[config.mk]
export PLATFORM = sky130hd
export DESIGN_NAME = delay_sched
export DESIGN_NICKNAME = d
export VERILOG_FILES = /design/src/rtl/delay_sched.sv
export SDC_FILE = /design/constraint.sdc
export NUM_CORES = 1
export LEC_CHECK = 0
export ABC_CLOCK_PERIOD_IN_PS = 3500
export CAP_MARGIN = 0
export CORE_MARGIN = 2
export CORE_UTILIZATION = 44
export CTS_CLUSTER_DIAMETER = 50
export DETAILED_ROUTE_END_ITERATION = 10
export GPL_TIMING_DRIVEN = 0
export PLACE_DENSITY = 0.77
export SYNTH_ARGS = -nofsm -noshare
export SYNTH_HDL_FRONTEND = slang
export SYNTH_SLANG_ARGS = --single-unit
[constraint.sdc]
create_clock -name clk -period 3.5 [get_ports clk]
set_input_delay 0.35 -clock clk [delete_from_list [all_inputs] [get_ports clk]]
set_output_delay 0.35 -clock clk [all_outputs]
set_load 0.01 [all_outputs]
[src/rtl/delay_sched.sv]
// -----------------------------------------------------------------------------
// delay_sched -- shared delay counter with round-robin arbitration.
//
// Several requesters share one delay counter. While idle, the block picks a
// winner round-robin, starting the search at the rotating pointer. A winner
// with a legal delay (1..MAXDLY) owns the counter for exactly that many
// cycles. The owner then gets a one-cycle done pulse. A winner with an
// illegal delay (0 or above MAXDLY) is rejected: it gets done together with
// err, and is never granted.
//
// Ports
//   clk   : sole clock, every state change on its rising edge
//   rst   : synchronous, active-high reset
//   req   : [NREQ] level requests, held until done (or abort)
//   dly   : [NREQ*CBITS] per-requester delays, slice i = dly[i*CBITS +: CBITS]
//   gnt   : [NREQ] one-hot current owner of the counter, zero when no owner
//   done  : [NREQ] one-cycle completion pulse to the owner
//   err   : one-cycle pulse flagging a rejected request
//   busy  : high while the counter is owned
//   cnt   : [CBITS] current count, zero when the counter is not owned
//
// Optional feature
//   DELAY_SCHED_ABORT_EN : when defined, the owner dropping its req while it
//   holds the counter abandons the run immediately. There is no done and no
//   err for that run. When undefined, such a drop is ignored.
// -----------------------------------------------------------------------------
module delay_sched #(
    parameter int NREQ   = 4,
    parameter int CBITS  = 10,
    parameter int MAXDLY = 750
) (
    input  logic                  clk,
    input  logic                  rst,
    input  logic [NREQ-1:0]       req,
    input  logic [NREQ*CBITS-1:0] dly,
    output logic [NREQ-1:0]       gnt,
    output logic [NREQ-1:0]       done,
    output logic                  err,
    output logic                  busy,
    output logic [CBITS-1:0]      cnt
);

    localparam int WBITS = (NREQ > 1) ? $clog2(NREQ) : 1;

    localparam logic [1:0] IDLE = 2'd0;
    localparam logic [1:0] RUN  = 2'd1;
    localparam logic [1:0] DONE = 2'd2;

    localparam logic [WBITS:0]   NREQ_W = (WBITS+1)'(NREQ);
    localparam logic [CBITS-1:0] MAX_C  = CBITS'(MAXDLY);

    logic [1:0]       state_reg, state_next;
    logic [WBITS-1:0] owner_reg, owner_next;
    logic [WBITS-1:0] ptr_reg,   ptr_next;
    logic [CBITS-1:0] dl_reg,    dl_next;
    logic [CBITS-1:0] cnt_reg,   cnt_next;
    logic             err_reg,   err_next;

    // Unpack the flat delay bus into one entry per requester.
    logic [CBITS-1:0] dly_arr [NREQ];
    genvar gi;
    generate
        for (gi = 0; gi < NREQ; gi++) begin : g_unpack
            assign dly_arr[gi] = dly[gi*CBITS +: CBITS];
        end
    endgenerate

    // Round-robin search. Rotate req so that bit 0 is the requester at ptr.
    // The lowest set bit of the rotated vector then gives the offset of the
    // winner from ptr.
    logic [2*NREQ-1:0] req_dbl;
    logic [NREQ-1:0]   req_rot;
    logic              win_found;
    logic [WBITS-1:0]  win_off;
    logic [WBITS:0]    win_sum;
    logic [WBITS-1:0]  win_idx;
    logic [WBITS:0]    ptr_inc;
    logic [CBITS-1:0]  dly_win;
    logic              dly_ok;

    assign req_dbl = {req, req};
    assign req_rot = req_dbl[ptr_reg +: NREQ];

    always_comb begin
        win_found = 1'b0;
        win_off   = '0;
        // Descending scan so that the lowest offset is the last one written.
        for (int k = NREQ - 1; k >= 0; k--) begin
            if (req_rot[k]) begin
                win_found = 1'b1;
                win_off   = WBITS'(k);
            end
        end
    end

    assign win_sum = {1'b0, ptr_reg} + {1'b0, win_off};
    assign win_idx = (win_sum >= NREQ_W) ? WBITS'(win_sum - NREQ_W) : WBITS'(win_sum);
    assign ptr_inc = {1'b0, win_idx} + {{WBITS{1'b0}}, 1'b1};
    assign dly_win = dly_arr[win_idx];
    assign dly_ok  = (dly_win != '0) && (dly_win <= MAX_C);

    always_comb begin
        state_next = state_reg;
        owner_next = owner_reg;
        ptr_next   = ptr_reg;
        dl_next    = dl_reg;
        cnt_next   = cnt_reg;
        err_next   = 1'b0;
        case (state_reg)
            IDLE: begin
                if (win_found) begin
                    owner_next = win_idx;
                    // The pointer advances on every pick, accepted or rejected.
                    ptr_next   = (ptr_inc == NREQ_W) ? '0 : WBITS'(ptr_inc);
                    cnt_next   = '0;
                    if (dly_ok) begin
                        state_next = RUN;
                        dl_next    = dly_win;
                    end else begin
                        state_next = DONE;
                        err_next   = 1'b1;
                    end
                end
            end
            RUN: begin
`ifdef DELAY_SCHED_ABORT_EN
                if (!req[owner_reg]) begin
                    state_next = IDLE;
                    cnt_next   = '0;
                end else
`endif
                if (cnt_reg == dl_reg - CBITS'(1)) begin
                    state_next = DONE;
                    cnt_next   = '0;
                end else begin
                    cnt_next = cnt_reg + CBITS'(1);
                end
            end
            DONE: begin
                state_next = IDLE;
            end
            default: begin
                state_next = IDLE;
                cnt_next   = '0;
            end
        endcase
    end

    always_ff @(posedge clk) begin
        if (rst) begin
            state_reg <= IDLE;
            owner_reg <= '0;
            ptr_reg   <= '0;
            dl_reg    <= '0;
            cnt_reg   <= '0;
            err_reg   <= 1'b0;
        end else begin
            state_reg <= state_next;
            owner_reg <= owner_next;
            ptr_reg   <= ptr_next;
            dl_reg    <= dl_next;
            cnt_reg   <= cnt_next;
            err_reg   <= err_next;
        end
    end

    // Outputs are decoded only from registered state.
    generate
        for (gi = 0; gi < NREQ; gi++) begin : g_onehot
            assign gnt[gi]  = (state_reg == RUN)  && (owner_reg == WBITS'(gi));
            assign done[gi] = (state_reg == DONE) && (owner_reg == WBITS'(gi));
        end
    endgenerate

    assign busy = (state_reg == RUN);
    assign err  = err_reg;
    assign cnt  = cnt_reg;

endmodule

==> out/metrics.cfg <==
[setup_path]
crit_slowest_cell=or3_4
r2r_start=ptr_reg[0]
worst_ep_arrival_time_ps=3620
worst-path-max-fanout=8
end_kind=register
crit_type=reg2reg
cp_top_family=compound AO/OA/AOI/OAI gates
max_stage_delay_ps=410
worstPathRequired_ps=3690
r2r-end=dl_reg[6]
startpoint_type=register
r2r_cells=15
crit_path_cell_trace=buf_6 -> nor2b_4 -> a221oi_2 -> a31oi_1 -> a211o_1 -> ha_4 -> buf_8 -> mux2i_4 -> o21a_1 -> o21ai_1 -> a21oi_2 -> a211oi_4 -> or3_4 -> clkbuf_16 -> mux2_4
reg2reg_slack_ps=70
path_buf_inv=3

[synthesis]
netlist_instances=325
synth_edf_count=0
synth-compound-area-share_pct=31.34
syn_area_um2=2424
yosysWarnings=0
synthAdderAreaFrac_pct=1.549
synth_ff_type=dfxtp_1
ys_ff_latch=27
synthDistinctLibCells=53
ys_async_sr_fraction_pct=0
avgSynthCellArea_um2=7.457
synth_top_family_by_area=compound AO/OA/AOI/OAI gates
synth_simple_gate_area_share_pct=30.67
muxShareOfSynthArea_pct=2.685
ys_seq_area_share_pct=22.30
synth_xor_area_share_pct=6.505
syn_nets=374

[power]
leakagePower_uw=0.001304
power_density_nw_per_um2=804.8
vdd_drop_max_v=0.0004294

[detailed_routing]
num_vias=3013
routedWlPerCell_um=17.57
viasPerCell=6.290
antenna_left=0
wirelength_um=8414
drc=0
first_pass_iters=6
drt-initial-drc-count=300

[timing]
grt_setup_unrepaired=true
finClkSkew_ps=3.694
fin_crit_sh_pct=98.12
fin_crit_ps=3434
slew_violations=0
hold_viol_final=0
whs_ps=506.3
setup_viol_count_final=0
fmax_ghz=0.2912
relSlewSlack_pct=38.66
worst_slew_pin_slew_ps=920.1

[floorplan]
rows=27
floorplan.die_area_um2=6118
die_width_um=78.22
coreArea_um2=5405
ios=66
floorplan.initialDensity_pct=44.84
fp.dieH_um=78.22

[finish]
fin_nets=457
syn_to_final_growth_pct=45.48
final_common_cell=clkdlybuf4s50_1
diodes=0
drive_above_1_share_pct=13.27
nFillCells=460
fin_area_um2=3526
layout_common_cells=clkdlybuf4s50_1 (62), nor2_1 (35), dfxtp_1 (26)

[global_route]
grt_max_degree=16
grt_overflow=0
antenna_found_initial=0
grt_pass1_vias=2797
grt_first_pass_wirelength_um=13230
grt_usage_pct=26.12

[clock_network]
cts_num_sinks=27
cts_buffer_depth=2
clkLatencyLatePin_ps=290
clkTransAtPathRegs_ps=100
cts.htree.levels=1
cts_buffers=3
cts_tree=done
hold_buffers=0
clockRootBuffer=clkbuf_8

[job]
cap_violations=0

[worst_hold_path]
hold_start=dl_reg[9]
hold_end=dl_reg[9]
worstHoldPathCells=2
hp-class=reg2reg

[placed_design]
placed_area_um2=3154
dp_hpwl_um=5849
gp_congestion=0.9352
port_buffers=64

[status]
status=finished, final reports clean

==> synth_stat cells (all sizes together), types with 3 or more instances <==
master  number  share of area, %
nor2        36               5.7
dfxtp       27                22
a21oi       25               5.6
nor3        20               4.3
nand2       19               2.9
clkbuf      15               2.3
nand3       14               2.9
o21ai       14               2.9
or3         11               2.8
xor2        11               4.0
inv         10               1.5
nor4        10               3.2
a21o         9               2.8
o21a         9               2.8
o41ai        8               5.1
and3         7               1.8
o311ai       7               2.5
xnor2        7               2.5
a31oi        6               1.8
a211oi       5               1.8
mux2i        5               2.1
nand2b       5               1.3
nand3b       5               1.5
nor2b        5               1.3
buf          4               1.1
nand4        4               1.0
a32oi        3               1.1
ha           3               1.5
or2          3              0.77
==> worst min-delay path, stage by stage, from the launching register on <==
cell	delay, ps
dfxtp_1	340
o31ai_1	70
a21oi_1	60
==> area by class of cell <==
type                            instances  area (um2)  share of cell area [%]
Sequential cell                        27       541.8                   15.37
Timing Repair Buffer                   77       750.7                   21.29
Multi-Input combinational cell        271        1942                   55.07
Buffer                                 18       117.6                   3.336
Clock buffer                            3       41.29                   1.171
Clock inverter                          1       5.005                  0.1419
Inverter                               10       37.54                   1.065
Tap cell                               72       90.09                   2.555
==> metal layers <==
metal | share of wire (%) | vias to the layer above | GRT usage [%]
li1 | - | 1402 | -
met1 | 41 | 1399 | 34.75
met2 | 48 | 188 | 44.91
met3 | 8.6 | 24 | 4.023
met4 | 1.6 | 0 | 5.263
met5 | 0 | - | 0
==> logic make-up (layout without fill, tap and decap cells) <==
logic type / Yosys count / in the layout
multiplexers: 6 / 6
AO/OA/AOI/OAI: 100 / 101
XOR/XNOR: 18 / 18
flip-flops: 27 / 27
AND/OR/NAND/NOR: 142 / 143
adder cells (fa/ha/maj): 3 / 3
buffers and inverters: 29 / 109
==> through the flow <==
stage / TNS (ps) / utilization [%] / setup WS [ps] / instances / power, uW
detailed placement: -7753 / 58.36 / -801.7 / 461 / 2035
global placement: -7662 / 58.36 / -785.3 / 461 / 2006
global route: -128.7 / 65.23 / -47.91 / 479 / 3000
floorplan: 0 / - / 91.81 / 325 / 1618
finish: 0 / 65.23 / 65.87 / 479 / 2838
CTS: 0 / 60.35 / 8.015 / 469 / 2316
==> power breakdown <==
group | leakage (uW) | switching, uW | internal, uW | total (uW)
sequential | 0.000221 | 99.8 | 384 | 484
combinational | 0.00106 | 1170 | 990 | 2160
clock | 0.0000255 | 110 | 80.4 | 191
==> what timing repair did <==
| item | in CTS | in global routing |
|---|---|---|
| pin swaps | 3 | 14 |
| setup buffers | 4 | 7 |
| gates cloned | 0 | 4 |
| setup endpoints to repair | 12 | 11 |
| hold endpoints to repair | 0 | 0 |
| gates resized for setup | 12 | 35 |
==> worst max-delay path by stage <==
stage	cells past startpoint	from	endpoint	slack, ps
after floorplan	15	req[0]	dl_reg[6]	90
after global placement	15	req[1]	dl_reg[6]	-790
after detailed placement	15	req[1]	dl_reg[6]	-800
after CTS	15	ptr_reg[0]	dl_reg[1]	8
after global routing	15	ptr_reg[0]	dl_reg[6]	-50
final	15	ptr_reg[0]	dl_reg[6]	70
Note: power is estimated with default switching activity, not from simulation.
